`src/rtl/hs_rx_fifo_if.sv`:
```
// Word handshake bundle between the transmitter, this receiver and the
// downstream consumer. The receiver uses the slave view: it sinks s_* words
// and sources m_* words.
interface hs_rx_fifo_if #(
    parameter int DATA_W = 32
);
    logic [DATA_W-1:0] s_data;
    logic              s_valid;
    logic              s_ready;
    logic [DATA_W-1:0] m_data;
    logic              m_valid;
    logic              m_ready;

    modport slave (
        input  s_data,
        input  s_valid,
        output s_ready,
        output m_data,
        output m_valid,
        input  m_ready
    );

    modport master (
        output s_data,
        output s_valid,
        input  s_ready,
        input  m_data,
        input  m_valid,
        output m_ready
    );
endinterface

```
`src/rtl/hs_rx_fifo.sv`:
```
// Receiver for the valid/ready word handshake: small first-word-fall-through
// FIFO, accepted-word counter and a sticky checker that flags a transmitter
// withdrawing or changing a word it offered while stalled.
module hs_rx_fifo #(
    parameter int DATA_W = 32,
    parameter int DEPTH  = 4,
    parameter int ADDR_W = 2,
    parameter int CNT_W  = 16
) (
    input  logic               clk,
    input  logic               reset,
    hs_rx_fifo_if.slave        bus,
    output logic [ADDR_W:0]    count,
    output logic [CNT_W-1:0]   rx_cnt,
    output logic               proto_err,
    input  logic               err_clr
);
    localparam logic [ADDR_W:0] FULL = (ADDR_W+1)'(DEPTH);

    logic [DATA_W-1:0] mem [DEPTH];

    logic [ADDR_W-1:0] wr_ptr_q, wr_ptr_d;
    logic [ADDR_W-1:0] rd_ptr_q, rd_ptr_d;
    logic [ADDR_W:0]   count_q, count_d;
    logic [CNT_W-1:0]  rx_cnt_q, rx_cnt_d;
    logic              proto_err_q, proto_err_d;
    logic              init_done_q;
    logic              pend_q, pend_d;
    logic [DATA_W-1:0] pend_data_q;

    logic s_ready_w;
    logic m_valid_w;
    logic push;
    logic pop;
    logic violation;

    // Handshake outputs decoded from registered state only, so s_ready has
    // no combinational dependence on s_valid or m_ready.
    always_comb begin
        s_ready_w   = init_done_q & (count_q != FULL);
        m_valid_w   = (count_q != '0);
        bus.s_ready = s_ready_w;
        bus.m_valid = m_valid_w;
        bus.m_data  = m_valid_w ? mem[rd_ptr_q] : '0;
        count       = count_q;
        rx_cnt      = rx_cnt_q;
        proto_err   = proto_err_q;
    end

    // Next-state for pointers, occupancy, counter and checker.
    always_comb begin
        push      = bus.s_valid & s_ready_w;
        pop       = m_valid_w & bus.m_ready;
        violation = pend_q & (~bus.s_valid | (bus.s_data != pend_data_q));

        wr_ptr_d  = push ? wr_ptr_q + ADDR_W'(1) : wr_ptr_q;
        rd_ptr_d  = pop  ? rd_ptr_q + ADDR_W'(1) : rd_ptr_q;
        rx_cnt_d  = push ? rx_cnt_q + CNT_W'(1)  : rx_cnt_q;

        count_d = count_q;
        case ({push, pop})
            2'b10:   count_d = count_q + (ADDR_W+1)'(1);
            2'b01:   count_d = count_q - (ADDR_W+1)'(1);
            default: count_d = count_q;
        endcase

        // A new violation beats a clear arriving on the same edge.
        if (violation)    proto_err_d = 1'b1;
        else if (err_clr) proto_err_d = 1'b0;
        else              proto_err_d = proto_err_q;

        pend_d = bus.s_valid & ~s_ready_w;
    end

    // Control state; reset discards everything buffered.
    always_ff @(posedge clk or negedge reset) begin
        if (!reset) begin
            wr_ptr_q    <= '0;
            rd_ptr_q    <= '0;
            count_q     <= '0;
            rx_cnt_q    <= '0;
            proto_err_q <= 1'b0;
            init_done_q <= 1'b0;
            pend_q      <= 1'b0;
            pend_data_q <= '0;
        end else begin
            wr_ptr_q    <= wr_ptr_d;
            rd_ptr_q    <= rd_ptr_d;
            count_q     <= count_d;
            rx_cnt_q    <= rx_cnt_d;
            proto_err_q <= proto_err_d;
            init_done_q <= 1'b1;
            pend_q      <= pend_d;
            pend_data_q <= bus.s_data;
        end
    end

    // Word storage is left unreset; occupancy alone decides what is valid.
    always_ff @(posedge clk) begin
        if (push) mem[wr_ptr_q] <= bus.s_data;
    end
endmodule
```
`src/flat_wrapper.sv`:
```
// flat-port wrapper written by rule: the top's interface ports become plain ports
module hs_rx_fifo_flat 
#(
    parameter int DATA_W = 32,
    parameter int DEPTH  = 4,
    parameter int ADDR_W = 2,
    parameter int CNT_W  = 16
)
  (clk, reset, count, rx_cnt, proto_err, err_clr, bus_s_data, bus_s_valid, bus_s_ready, bus_m_data, bus_m_valid, bus_m_ready);
  hs_rx_fifo_if #(.DATA_W(DATA_W)) bus_i ();
  input  logic clk;
  input  logic reset;
  output logic [ADDR_W:0] count;
  output logic [CNT_W-1:0] rx_cnt;
  output logic proto_err;
  input  logic err_clr;
  input wire logic [$bits(bus_i.s_data)-1:0] bus_s_data;
  input wire logic [$bits(bus_i.s_valid)-1:0] bus_s_valid;
  output wire logic [$bits(bus_i.s_ready)-1:0] bus_s_ready;
  output wire logic [$bits(bus_i.m_data)-1:0] bus_m_data;
  output wire logic [$bits(bus_i.m_valid)-1:0] bus_m_valid;
  input wire logic [$bits(bus_i.m_ready)-1:0] bus_m_ready;
  assign bus_i.s_data = bus_s_data;
  assign bus_i.s_valid = bus_s_valid;
  assign bus_s_ready = bus_i.s_ready;
  assign bus_m_data = bus_i.m_data;
  assign bus_m_valid = bus_i.m_valid;
  assign bus_i.m_ready = bus_m_ready;
  hs_rx_fifo #(.DATA_W(DATA_W), .DEPTH(DEPTH), .ADDR_W(ADDR_W), .CNT_W(CNT_W)) u_core (.clk(clk), .reset(reset), .bus(bus_i), .count(count), .rx_cnt(rx_cnt), .proto_err(proto_err), .err_clr(err_clr));
endmodule
```
`config.mk`:
```
export PLATFORM = sky130hd
export DESIGN_NAME = hs_rx_fifo_flat
export DESIGN_NICKNAME = d
export VERILOG_FILES = /design/src/rtl/hs_rx_fifo_if.sv /design/src/rtl/hs_rx_fifo.sv /design/src/flat_wrapper.sv
export SDC_FILE = /design/constraint.sdc
export NUM_CORES = 1
export LEC_CHECK = 0
export BUFFER_PORTS_ARGS = -buffer_cell sky130_fd_sc_hd__buf_2
export CAP_MARGIN = 30
export CORE_ASPECT_RATIO = 1.2
export CORE_MARGIN = 10
export CORE_UTILIZATION = 50
export CTS_BUF_LIST = sky130_fd_sc_hd__clkbuf_2
export DETAILED_ROUTE_END_ITERATION = 10
export HOLD_SLACK_MARGIN = 0.06
export PLACE_DENSITY = 0.7
export SLEW_MARGIN = 20
export SYNTH_ARGS = -nofsm -noshare
export SYNTH_HDL_FRONTEND = slang
export SYNTH_SLANG_ARGS = --single-unit
```
`constraint.sdc`:
```
create_clock -name clk -period 3.3 [get_ports clk]
set_clock_uncertainty 0.15 [all_clocks]
set_input_delay 0.33 -clock clk [delete_from_list [all_inputs] [get_ports clk]]
set_output_delay 0.33 -clock clk [all_outputs]
set_load 0.01 [all_outputs]
```
==> results of run 1 <==
[cell type report]
type | count | area [um2] | share of cell area [%]
well taps | 175 | 219 | 2.57
diodes | 1 | 2.50 | 0.0294
repair buffers | 137 | 923 | 10.8
flip-flops and latches | 186 | 5300 | 62.2
multi-input cells | 184 | 1820 | 21.4
clock inverters | 14 | 130 | 1.53
inverters | 7 | 26.3 | 0.309
clock buffers | 18 | 90.1 | 1.06
[stage by stage]
stage          area (um2)  power (mW)  worst slack (ns)  hold slack [ns]
4_1_cts              8510        6.01             0.186           0.0745
6_report             8510        5.91             0.298            0.147
3_3_place_gp         7890        4.87             0.844            0.312
2_1_floorplan        7210        4.20             0.855           -0.116
5_1_grt              8510        6.29            0.0594           0.0684
3_5_place_dp         7890        4.92             0.772            0.311
[worst min-delay path by stage]
stage | startpoint | to | slack, ns | cells past startpoint
final | bus_s_data[1] | u_core.pend_data_q[1] | 0.15 | 2
after detailed placement | u_core.rx_cnt[15] | u_core.rx_cnt[15] | 0.31 | 1
after global routing | bus_s_data[29] | u_core.pend_data_q[29] | 0.07 | 2
after floorplan | reset | u_core.count[0] | -0.12 | 0
after CTS | bus_s_data[15] | u_core.pend_data_q[15] | 0.07 | 2
after global placement | u_core.rx_cnt[15] | u_core.rx_cnt[15] | 0.31 | 1
[routing by layer]
metal	GRT usage [%]	share of wire (%)	vias up
li1	-	-	1736
met1	18.7	43	1923
met2	24.2	50	88
met3	4.70	5.7	16
met4	5.57	1.5	0
met5	0	0	-
[placed cells by master, fill, tap and decap left out, drive strengths merged]
master	instances
edfxtp	128
buf	99
dfrtp	58
xor2	38
dlygate4sd3	38
and2	38
mux4	32
clkbuf	18
xnor2	15
nand2	14
clkinv	11
inv	8
nand3	7
nor4	7
ha	6
and3	6
nand4	5
nor3	3
nor2	3
o21ai	2
bufinv	2
diode	1
or3	1
or3b	1
nor2b	1
and4	1
o31ai	1
mux2i	1
fa	1
conb	1
[power by group through the flow]
stage               Combinational [mW]  Sequential, mW  Clock (mW)
global placement                  1.88            2.99           0
global route                      2.10            2.99        1.20
CTS                               1.96            2.96        1.10
finish                            1.90            2.95        1.06
detailed placement                1.91            3.01           0
floorplan                         1.26            2.94           0
[state kept, by name, summed over array words and instances (netlist names)]
name / flops
u_core.rx_cnt: 16
u_core.mem: 128
u_core.proto_err: 1
u_core.init_done_q: 1
u_core.pend_q: 1
u_core.rd_ptr_q: 2
u_core.wr_ptr_q: 2
u_core.count: 3
u_core.pend_data_q: 32
[logic make-up after synthesis]
logic type / after synthesis / share of synthesized area [%]
simple gates: 87 / 7.10
fa+ha+maj: 7 / 1.32
xor+xnor: 53 / 6.44
other cells: 1 / 0.0520
mux: 33 / 10.1
compound gates: 3 / 0.243
flops: 186 / 73.4
buf+inv: 19 / 1.30
==> flow_summary.yaml, run 1 <==
synth:
  synth_most_common_cell: "edfxtp_1"
  synth_area_per_cell_um2: 18.5
  synth_top_cell_by_area: "edfxtp_1"
  yosysWarningCount: 0
  synth.net_count: 433
  netlist_instances: 389
  ys.flop_type: "edfxtp_1"
  synth_common_cells: "128 x edfxtp_1, 58 x dfrtp_1, 38 x xor2_1"
  ys_seq_area_share_pct: 73.4
  synth_top_cell_area_share_pct: 53.3
  synth_cell_types: 31
  async_flop_share_pct: 31.2
  synth_edf_count: 128
  synth_seq_cells: 186
  synth_area_um2: 7210
  synthTopCellsByArea: "edfxtp_1 53%, dfrtp_1 20%, mux4_2 10%, xor2_1 4.6%, and2_1 3.2%"
layout:
  final_layout_size_suffix_gt1_share_pct: 30.6
  fin_util_pct: 59.5
  stdcell_count: 722
  area_growth_pct: 18.0
  nFillCells: 1128
  fin_nets: 577
sta:
  final-hold-violation-count: 0
  rsz0062_at_grt: "false"
  setup_viol: 0
  min_period_ns: 3.00
  max_freq_ghz: 0.333
  slew_headroom_pct: 65.3
  period_share_pct: 91.0
  setup_tns_ns: 0
  slew_viol_final: 0
  tightest_slew_ns: 0.521
die:
  start_util_pct: 50.5
  num_rows: 48
  core-area_um2: 14300
  pin_count: 91
  die_area_um2: 19600
  die_h_um: 152
  fp.dieW_um: 130
worst_setup_path:
  end_kind: "output pin"
  worstSetupPathDepth: 4
  slowest_stage: "dfrtp_2"
  endpoint: "bus_m_data[18]"
  cp.required_ns: 2.82
  path_cells: "buf_12, mux4_2, and2_1, buf_2"
  critPathMaxFanout: 24
  cp-startpoint: "u_core.rd_ptr_q[0]"
  reg2regPathDepth: 9
  cpPeakStageDelay_ns: 0.65
  r2r_start: "u_core.count[0]"
  cp_top_family: "flip-flops"
  reg2reg_slack_ns: 0.72
  cp-start-kind: "flip-flop"
  cp.arrival_ns: 2.52
  critPathKind: "flip-flop to output pin"
  r2r-end: "u_core.count[2]"
  path_buf_inv: 2
clock_tree:
  cts_sinks: 186
  cts_root_buffer: "clkbuf_2"
  cts_tree: "yes"
  numCtsBuffers: 17
  path_clk_slew_ns: 0.24
  cts_hold_buf: 39
  cts_buffer_depth: 2
  htreeDepth: 4
  cts_setup_buffers: 0
  post_cts_resized: 0
  insertion_delay_ns: 0.73
placed_design:
  place_congestion: 0.754
  detailed_place_hpwl_um: 8940
  place_inst: 650
  io_buffers: 90
drt:
  vias: 3763
  wl_per_cell_um: 19.1
  wl_um: 13800
  drc: 0
  avgViaCountPerCell: 5.21
  antenna_left: 0
  drtPass1Iterations: 4
  drtIter0Drc: 248
grt:
  grt_pass1_wl_um: 22300
  grt_pass1_vias: 4174
  antenna_found_initial: 1
  grt_max_degree: 39
  grt.total_usage_pct: 15.0
  grt_overflow: 0
power_and_ir_drop:
  cellLeakagePower_nw: 3.28
  netSwitchingFraction_pct: 31.2
  p_clk_share_pct: 17.9
  pwr-share-seq_pct: 50.0
  p_comb_share_pct: 32.1
  p_int_mw: 4.07
  power_density_nw_per_um2: 694
  ir_drop_v: 0.000336
  power.switching_mw: 1.84
worst_hold_path:
  min_path_type: "input pin to flip-flop"
flow_run:
  max_cap_violations: 0
run_status:
  outcome: "completed"
No activity file was read; power rests on OpenSTA's default activity.
==> run 2, diff against run 1 <==
==> constraint.sdc (replaced) <==
create_clock -name clk -period 3.3 [get_ports clk]
set_clock_uncertainty 0.15 [all_clocks]
set_input_delay 0.495 -clock clk [delete_from_list [all_inputs] [get_ports clk]]
set_output_delay 0.495 -clock clk [all_outputs]
set_load 0.01 [all_outputs]
==> run 2 against run 1 <==
Clock power is essentially flat. Die area is the same. Critical path depth is the same. Cell count grew 0.28%. Critical endpoint is now bus_m_data[4]. Setup slack lost 0.076 ns. Non-clock buffer count grew 2. Cell area grew 0.37%. Largest cell class unchanged.
==> flow_summary.yaml, run 2 (synthesized netlist as in run 1, its figures left out) <==
grt:
  grt_pass1_vias: 4201
  grt_overflow: 0
  grt.total_usage_pct: 15.2
  antenna_found_initial: 1
  grt_pass1_wl_um: 22600
  grt_max_degree: 40
placed_design:
  io_buffers: 90
  detailed_place_hpwl_um: 9050
  place_congestion: 0.767
  placed_area_um2: 7900
  pre_cts_slack_ns: 0.642
  place_inst: 650
drt:
  wl_um: 14000
  drc: 0
  drtIter0Drc: 189
  avgViaCountPerCell: 5.23
  antenna_left: 0
  vias: 3788
  drtPass1Iterations: 4
  wl_per_cell_um: 19.3
worst_setup_path:
  cp.required_ns: 2.65
  r2r_start: "u_core.count[0]"
  critPathKind: "flip-flop to output pin"
  cp_top_family: "flip-flops"
  cp-start-kind: "flip-flop"
  path_buf_inv: 2
  cpPeakStageDelay_ns: 0.65
  cp.arrival_ns: 2.43
  cp-startpoint: "u_core.rd_ptr_q[0]"
  end_kind: "output pin"
  path_cells: "buf_12, mux4_2, and2_1, buf_2"
  critPathMaxFanout: 15
  slowest_stage: "dfrtp_4"
die:
  pin_count: 91
  num_rows: 48
  die_area_um2: 19600
  die_h_um: 152
  core-area_um2: 14300
  start_util_pct: 50.5
  fp.dieW_um: 130
clock_tree:
  cts_sinks: 186
  path_clk_slew_ns: 0.24
  htreeDepth: 4
  cts_root_buffer: "clkbuf_2"
  numCtsBuffers: 17
  cts_tree: "yes"
  cts_buffer_depth: 2
  insertion_delay_ns: 0.73
sta:
  holdWs_ns: 0.305
  setup_tns_ns: 0
  slew_headroom_pct: 66.5
  max_freq_ghz: 0.325
  rsz0062_at_grt: "false"
  min_period_ns: 3.08
  tightest_slew_ns: 0.503
  final-hold-violation-count: 0
  period_share_pct: 93.3
  slew_viol_final: 0
  setup_viol: 0
  worst_slack_ns: 0.222
layout:
  most-common-layout-cells: "128 x edfxtp_1, 90 x buf_2, 57 x dfrtp_1, 38 x xor2_1, 38 x dlygate4sd3_1"
  area_growth_pct: 18.4
  final_common_cell: "edfxtp_1"
  nFillCells: 1102
  largest_reg_flops: 128
  fin_area_um2: 8540
  fin_nets: 579
  fin_util_pct: 59.8
  stdcell_count: 724
  regMostFlops: "u_core.mem"
  final_layout_size_suffix_gt1_share_pct: 30.7
power_and_ir_drop:
  cellLeakagePower_nw: 3.29
  netSwitchingFraction_pct: 31.0
  p_comb_share_pct: 32.7
  p_int_mw: 4.10
  ir_drop_v: 0.000323
  p_clk_share_pct: 17.4
  power_density_nw_per_um2: 696
  power.switching_mw: 1.84
  pwr-share-seq_pct: 49.9
  power_mw: 5.95
worst_hold_path:
  min_path_type: "input pin to flip-flop"
  holdCritStartpoint: "bus_s_data[17]"
flow_run:
  max_cap_violations: 0
run_status:
  outcome: "completed"
[run 2: cell count changes in the layout (fill, tap and decap cells not counted)]
cell / previous run / this run
clkinv_4: 3 / 0
buf_8: 0 / 2
clkbuf_2: 18 / 20
buf_12: 2 / 3
inv_6: 1 / 0
buf_4: 7 / 6
clkinv_1: 4 / 5
dfrtp_2: 1 / 0
clkinvlp_4: 0 / 1
dfrtp_4: 0 / 1
[run 2: power groups by stage]
stage	clock, mW	combinational (mW)	sequential (mW)
floorplan	0	1.26	2.94
global placement	0	1.85	3.03
detailed placement	0	1.89	3.05
CTS	1.07	1.99	2.97
global route	1.17	2.12	3.01
finish	1.04	1.94	2.97
[run 2: timing repair]
item,CTS,global route
endpoints found under the setup margin,16,0
endpoints found under the hold margin,207,13
buffers inserted,1,0
hold buffers,37,1
gates resized for setup,1,0
[run 2: final cells by class]
cell class | count | area [um2] | area share (%)
diodes | 1 | 2.50 | 0.0293
clock buffers | 20 | 100 | 1.17
clock inverters | 12 | 106 | 1.25
inverters | 7 | 26.3 | 0.308
multi-input cells | 184 | 1820 | 21.3
flip-flops and latches | 186 | 5300 | 62.0
well taps | 175 | 219 | 2.56
repair buffers | 139 | 966 | 11.3
[run 2: routing by layer]
| layer | track usage (%) | share of wire [%] | up-vias |
|---|---|---|---|
| li1 | - | - | 1738 |
| met1 | 17.9 | 41 | 1927 |
| met2 | 25.5 | 51 | 101 |
| met5 | 0 | 0 | - |
| met3 | 4.66 | 5.8 | 22 |
| met4 | 5.86 | 1.7 | 0 |
[run 2: path summary, 6_finish.rpt]
kind | slack, ns | cells past startpoint | endpoint
setup / recovery | 0.22 | 4 | bus_m_data[4]
hold / removal | 0.31 | 2 | u_core.pend_data_q[17]
setup reg to reg | 0.76 | 9 | u_core.count[2]
hold reg to reg | 0.34 | 1 | u_core.rx_cnt[15]
max in group asynchronous | 1.61 | 5 | u_core.pend_data_q[4]
min in group asynchronous | 0.54 | 3 | u_core.init_done_q
